**src/rtl/decode_stage.sv**
```systemverilog
// Decode stage: field extraction, operand fetch with writeback forwarding,
// register scoreboard for RAW/WAW interlock, and a 1-deep output register.
module decode_stage #(
  parameter int NREG = 32
) (
  input  logic        clk,
  input  logic        rst,
  input  logic        in_valid,
  output logic        in_ready,
  input  logic [31:0] instr,
  output logic [4:0]  read_reg_1,
  output logic [4:0]  read_reg_2,
  input  logic [31:0] rd1,
  input  logic [31:0] rd2,
  input  logic        reg_write,
  input  logic [4:0]  write_reg,
  input  logic [31:0] write_data,
  output logic        out_valid,
  input  logic        out_ready,
  output logic [31:0] out_op1,
  output logic [31:0] out_op2,
  output logic [31:0] out_imm,
  output logic [4:0]  out_dest,
  output logic        out_wen,
  output logic [5:0]  out_opcode,
  output logic [5:0]  out_funct,
  output logic        out_illegal
);

  logic [5:0]  opcode;
  logic [4:0]  rs, rt, rd;
  logic [15:0] imm16;

  assign opcode = instr[31:26];
  assign rs     = instr[25:21];
  assign rt     = instr[20:16];
  assign rd     = instr[15:11];
  assign imm16  = instr[15:0];

  assign read_reg_1 = rs;
  assign read_reg_2 = rt;

  logic is_r, is_alui, is_logi, is_lw, is_st, is_j;
  assign is_r    = opcode == 6'h00;
  assign is_alui = opcode == 6'h08;
  assign is_logi = opcode == 6'h0C || opcode == 6'h0D;
  assign is_lw   = opcode == 6'h23;
  assign is_st   = opcode == 6'h2B || opcode == 6'h04;
  assign is_j    = opcode == 6'h02;

  logic       use_rs, use_rt, has_dest, illegal;
  logic [4:0] dest_f;

  always_comb begin
    use_rs   = 1'b0;
    use_rt   = 1'b0;
    has_dest = 1'b0;
    illegal  = 1'b0;
    dest_f   = rt;
    unique case (1'b1)
      is_r: begin
        use_rs   = 1'b1;
        use_rt   = 1'b1;
        has_dest = 1'b1;
        dest_f   = rd;
      end
      is_alui, is_logi, is_lw: begin
        use_rs   = 1'b1;
        has_dest = 1'b1;
      end
      is_st: begin
        use_rs = 1'b1;
        use_rt = 1'b1;
      end
      is_j: ;
      default: illegal = 1'b1;
    endcase
  end

  logic [31:0] imm;
  assign imm = is_j    ? {6'b0, instr[25:0]} :
               is_logi ? {16'b0, imm16} :
                         {{16{imm16[15]}}, imm16};

  logic       wen;
  logic [4:0] dest;
  assign wen  = has_dest && dest_f != 5'd0;
  assign dest = wen ? dest_f : 5'd0;

  // A writeback in flight this cycle beats the stale register-file read
  logic        wb_rs, wb_rt, wb_dst;
  logic [31:0] op1, op2;
  assign wb_rs  = reg_write && write_reg == rs;
  assign wb_rt  = reg_write && write_reg == rt;
  assign wb_dst = reg_write && write_reg == dest_f;
  assign op1 = rs == 5'd0 ? 32'd0 : wb_rs ? write_data : rd1;
  assign op2 = rt == 5'd0 ? 32'd0 : wb_rt ? write_data : rd2;

  logic [NREG-1:0] pending, pend_nxt;
  logic            hazard, accept;

  assign hazard = (use_rs && pending[rs] && !wb_rs) ||
                  (use_rt && pending[rt] && !wb_rt) ||
                  (has_dest && pending[dest_f] && !wb_dst);

  assign in_ready = (!out_valid || out_ready) && !hazard;
  assign accept   = in_valid && in_ready;

  // Clear first so a same-cycle set on the same register wins
  always_comb begin
    pend_nxt = pending;
    if (reg_write)
      pend_nxt[write_reg] = 1'b0;
    if (accept && wen)
      pend_nxt[dest] = 1'b1;
    pend_nxt[0] = 1'b0;
  end

  always_ff @(posedge clk or negedge rst) begin
    if (!rst) begin
      pending     <= '0;
      out_valid   <= 1'b0;
      out_op1     <= '0;
      out_op2     <= '0;
      out_imm     <= '0;
      out_dest    <= '0;
      out_wen     <= 1'b0;
      out_opcode  <= '0;
      out_funct   <= '0;
      out_illegal <= 1'b0;
    end else begin
      pending <= pend_nxt;
      if (accept) begin
        out_valid   <= 1'b1;
        out_op1     <= op1;
        out_op2     <= op2;
        out_imm     <= imm;
        out_dest    <= dest;
        out_wen     <= wen;
        out_opcode  <= opcode;
        out_funct   <= instr[5:0];
        out_illegal <= illegal;
      end else if (out_ready) begin
        out_valid <= 1'b0;
      end
    end
  end

endmodule

```
**config.mk**
```make
export PLATFORM = sky130hd
export DESIGN_NAME = decode_stage
export DESIGN_NICKNAME = d
export VERILOG_FILES = /design/src/rtl/decode_stage.sv
export SDC_FILE = /design/constraint.sdc
export NUM_CORES = 1
export LEC_CHECK = 0
export CAP_MARGIN = 0
export CORE_MARGIN = 10
export CORE_UTILIZATION = 35
export DETAILED_ROUTE_END_ITERATION = 8
export GPL_ROUTABILITY_DRIVEN = 0
export GPL_TIMING_DRIVEN = 0
export HOLD_SLACK_MARGIN = 0.06
export PLACE_DENSITY = 0.68
export SETUP_SLACK_MARGIN = 0.15
export SLEW_MARGIN = 20
export SYNTH_ARGS = -nofsm -noshare
export SYNTH_HDL_FRONTEND = slang
export SYNTH_SLANG_ARGS = --single-unit
```
**constraint.sdc**
```tcl
create_clock -name clk -period 3.4 [get_ports clk]
set_input_delay 0.51 -clock clk [delete_from_list [all_inputs] [get_ports clk]]
set_output_delay 0.51 -clock clk [all_outputs]
set_load 0.005 [all_outputs]
```
## Word-level counts from Yosys, hierarchy flattened

Cells that the tools add are included.

- Add/sub/neg operators: 0
- $mul: 0
- Div/mod/pow operators: 0
- $lt $le $gt $ge: 7
- Equality and inequality tests: 10
- Shift operators: 0
- Multiplexer cells: 26
- Bitwise operators: 3
- Reductions and logical operators: 34

Operator list:

| cell | number |
|---|---|
| $mux W32 | 8 |
| $and A32 B32 Y32 | 1 |
| $not A32 Y32 | 1 |
| $or A32 B32 Y32 | 1 |
| $lt A5 B6 Y1 const B | 5 |
| $eq A6 B4 Y1 const B | 3 |
| $bmux W1 S5 | 3 |
| $eq A5 B5 Y1 | 3 |
| $logic_and A1 B1 Y1 | 15 |
| $eq A6 B6 Y1 const B | 2 |
| $mux W1 | 11 |
| $demux W1 S5 | 2 |
| $ge A5 B1 Y1 const B | 2 |
| $logic_not A5 Y1 | 2 |
| $mux W5 | 2 |
| $eq A6 B2 Y1 const B | 1 |
| $eq A6 B3 Y1 const B | 1 |
| $logic_not A6 Y1 | 1 |
| $reduce_or A6 Y1 | 1 |
| $logic_not A1 Y1 | 5 |
| $logic_or A1 B1 Y1 | 5 |
| $reduce_bool A5 Y1 | 1 |
| $reduce_or A5 Y1 | 1 |
| $reduce_or A4 Y1 | 1 |
| 2 further kinds | 2 |

- Flip-flop bits (word level): 147
- Bits in latches: 0
- RAM bits: 0
- ROM bits: 0
- Input port bits: 138
- Output and inout bits: 127
- Logic and storage cells: 90
- Memories kept: 0

## Depth between registers and ports, before layout

- Depth after elaboration: 13
- Depth in mapped cells: 13
- Mapped depth without buffers: 8

## Least setup slack after synthesis

No wires, ideal clock.

- Path kind: input-to-reg
- Start point: input instr[31]
- End point: register pending[13]
- Library setup time: 0.096 ns
- Data arrival time: 3.270 ns
- Required time: 3.304 ns
- Setup slack: 0.033 ns
- Cell stages on the path: 13
- Path buffers: 5
- Path through: buf_6 -> or4_1 -> buf_2 -> nor2_8 -> mux2i_1 -> a211oi_1 -> or4_1 -> nand4_1 -> nand4bb_1 -> buf_2 -> buf_6 -> buf_6 -> o31ai_1

- Cells in the longest elaborated chain, start to end: 13
- Elaborated cells between the ends (all ways): 43
- Those cells by class: order compare: 2; eq/ne: 7; mux: 10; bitwise: 1; reduce/logical: 23

Ends and longest elaborated chain:

| element | RTL line | source |
|---|---|---|
| start: declaration | 10 | `input logic [31:0] instr,` |
| branches (longest 12 deep; another with $lt A5 B6 Y1) | - |  |
| $mux W32 * | 114 | `if (accept && wen)` |
| named net pend_nxt[13] | 99 | `logic [NREG-1:0] pending, pend_nxt;` |
| end signal: assignment | 132 | `pending <= pend_nxt;` |
| end: declaration | 99 |  |

Mark *: on every way through the listed nets, which the timed path passes. The select of a mux whose other input is x is not followed.
A chain may end at the register's enable or synchronous reset.

## Worst setup path after layout

- Start point: input instr[31]
- End point: register pending[14]

The elaborated chain is that of the path after synthesis.

==> impl_results.md <==
* Largest net degree at the start of global routing at 80
* Unrepaired setup endpoints after global routing: true
* Pwr dens at 447.1 nW/µm²
* Vias in the first global route at 7,757
* Die area at 29,610 µm²
* H-Tree Depth at 4
* Vias at 7,576
* Synth cell types at 57
* Cells after Synth at 750
* Critical Path Source: instr[31]
* Highest Signal Layer: met4
* Die width at 172.1 µm
* CTS tree: done
* Drt total wl at 32,070 µm
* Post-DRT Antenna Nets at 0
* Residual DRC at 0
* Drt via density at 5.637
* Area Overhead vs Synth at 54.47%
* Finished Layout Cells at 1,344
* Final Power at 5590 µW
* Slew HR at 0.2928
* Failing checks: setup timing
* Worst EP arrival at 3750 ps
* Wl on met1 at 12,070 µm
* Pleak at 0.005055 µW
* CTS Buf Count at 17
* Starting Density at 0.3564
* Fill cells at 1,993
* Worst-skew pair later-pin latency at 430 ps
* Avg Cell Area, Syn at 10.79 µm²
* CP Max Fanout at 7
* Worst Reg-to-Reg Cells at 14
* Initial antenna violation count at 0
* Critical Path RT at 3720 ps
* Total gr overflow at 0
* Avg WL per Cell at 23.86 µm
* Hold slack at 80.41 ps
* Most used DFF post-synth: dfrtp_1
* Post-synth top area cell: dfrtp_1
* Syn Std Cell Area at 8094 µm²
* CTS Sinks at 136
* YS warnings at 0
* DP Cell Count at 1,292
* Pre-antenna DRT Iters at 7
* Syn_nets at 888
* Ys async rst share at 1.000
* Max rail drop VDD at 342.0 µV
* I/O Pins at 265
* Clk Tree Root Cell: clkbuf_16
* Detail Placement HPWL at 23,110 µm
* Worst-path clk slew at 60 ps
* Commonest non-fill, non-tap cell in the layout: clkdlybuf4s50_1
* Skew final at 15.43 ps
* Port bufs at 255
* # rows at 55
* Min cycle time layout at 3436 ps
* Clk buf depth at 2
* Share of post-route cells with drive strength above 1 at 0.2635
* Nets at 1,184
* Post-synth EDFFs at 0
* # diodes at 0
* Worst min path class: primary input to async pin
* Final hold viol count at 0
* Period utilization at 1.011
* Die Y at 172.1 µm
* Core area at 22,710 µm²
* Iter 0 DRT Violations at 713
* Count of final setup violators at 16
* Worst Path Class, Setup: primary input to flop
* Max-cap viol count at 0
* Synthesized flop and latch total at 136
* Metal3 WL at 3920 µm
* Final setup margin at -36.03 ps
* Startpoint types: primary input
* Actual slew at the worst max-slew pin at 1054 ps
* Metal2 WL at 15,440 µm
* All-Layer GR Usage at 0.2059
* Critical path capture point type: flop
* Most frequent cells in the layout: clkdlybuf4s50_1, dfrtp_1, mux2i_1
* Sequential share of the synthesized area at 0.4205
* First-pass GRT wire length at 46,870 µm
* FMAX at 291.0 MHz
* Synth top area cells: dfrtp_1, mux2_2, mux2i_1
* Final Max Tran Viols at 0
* Pre-CTS setup slack at -1210 ps
* Worst reg2reg startpoint: pending[10]
* Status: complete, but fails checks
* Yosys top cell area share at 0.4205
-- synth_stat cells (2+ instances only) --
cell type / instances
o21ai_0: 43
o221ai_1: 2
mux2_2: 94
nand2_1: 18
o41ai_1: 2
nand4_1: 2
buf_4: 22
inv_1: 18
nor2b_1: 5
a22oi_1: 2
nand4b_1: 2
nor2_1: 83
a31oi_1: 7
or3b_2: 3
nor3_1: 4
nor4b_1: 3
dfrtp_1: 136
and3_1: 4
mux2i_1: 97
clkbuf_1: 27
or2_2: 3
nor4_1: 5
xnor2_1: 3
a211o_1: 2
buf_1: 5
nand2b_1: 8
o22ai_1: 2
a21o_1: 4
a21oi_1: 17
nor3b_1: 3
a221oi_1: 2
a211oi_1: 8
o2111ai_1: 2
buf_2: 15
nand3_1: 14
nand3b_1: 7
mux4_2: 15
buf_6: 5
o31ai_1: 32
or4_1: 2
xor2_1: 6
-- layer usage --
layer,vias up,track usage
li1,3323,-
met1,3727,0.2411
met2,452,0.3408
met3,74,0.08892
met4,0,0.04798
met5,-,0
-- timing repair --
item / in CTS / in global routing
endpoints found under the setup margin: 137 / 137
hold endpoints to repair: 0 / 0
gates cloned: 1 / 4
pin swaps: 11 / 14
setup buffers: 14 / 2
hold buffers: 0 / 0
gates resized for setup: 110 / 37
-- cell type report --
cell class	instances	area (µm²)	share of cell area
Multi-Input combinational cell	522	4658	0.3726
Sequential cell	136	3403	0.2722
Timing Repair Buffer	278	2849	0.2279
Buffer	73	553.0	0.04423
Clock buffer	18	429.2	0.03432
Tap cell	285	356.6	0.02852
Clock inverter	14	186.4	0.01491
Inverter	18	67.56	0.005404
-- power by group --
group	internal (µW)	leakage, µW	switching, µW
Sequential	1860	0.00167	138
Clock	1180	0.000300	797
Combinational	976	0.00308	647
-- final timing paths --
check / to / slack [ps]
setup / recovery: pending[14] / -40
hold / removal: pending[5] / 80
setup reg to reg: pending[14] / 380
hold reg to reg: out_imm[11] / 500
max in group asynchronous: pending[23] / 2570
min in group clk: out_opcode[2] / 360
-- state kept, by name (all words and copies together), names as in the netlist, 5 cells and up --
name / flops
pending: 31
out_dest: 5
out_op2: 32
out_opcode: 6
out_imm: 27
out_op1: 32
-- kinds of logic (layout without fill, tap and decap cells) --
kind of cell / Yosys count / count (layout) / share of synthesized area
mux: 207 / 207 / 0.2943
xor+xnor: 9 / 9 / 0.009739
flops: 136 / 136 / 0.4205
simple gates: 173 / 173 / 0.1091
buf+inv: 92 / 401 / 0.05982
compound gates: 133 / 133 / 0.1065
-- worst max-delay path, stage by stage --
cell and delay, ps:
buf_12 110, or4_4 530, buf_8 150, nor2_8 160
buf_12 120, mux2i_4 250, a211oi_2 60, or4_4 490
nand4_1 150, buf_4 140, buf_6 80, buf_6 80
nand4bb_4 150, buf_8 190, buf_12 160, buf_12 150
o31ai_4 260
-- stage by stage --
step                setup TNS (ps)  cell area [µm²]  utilization
floorplan                        0             8107            -
global placement           -704040            11020       0.4851
detailed placement         -155570            11060       0.4870
CTS                              0            12210       0.5377
global route                 -3840            12500       0.5506
finish                      -217.5            12500       0.5506
No activity file was read; power rests on OpenSTA's default activity.
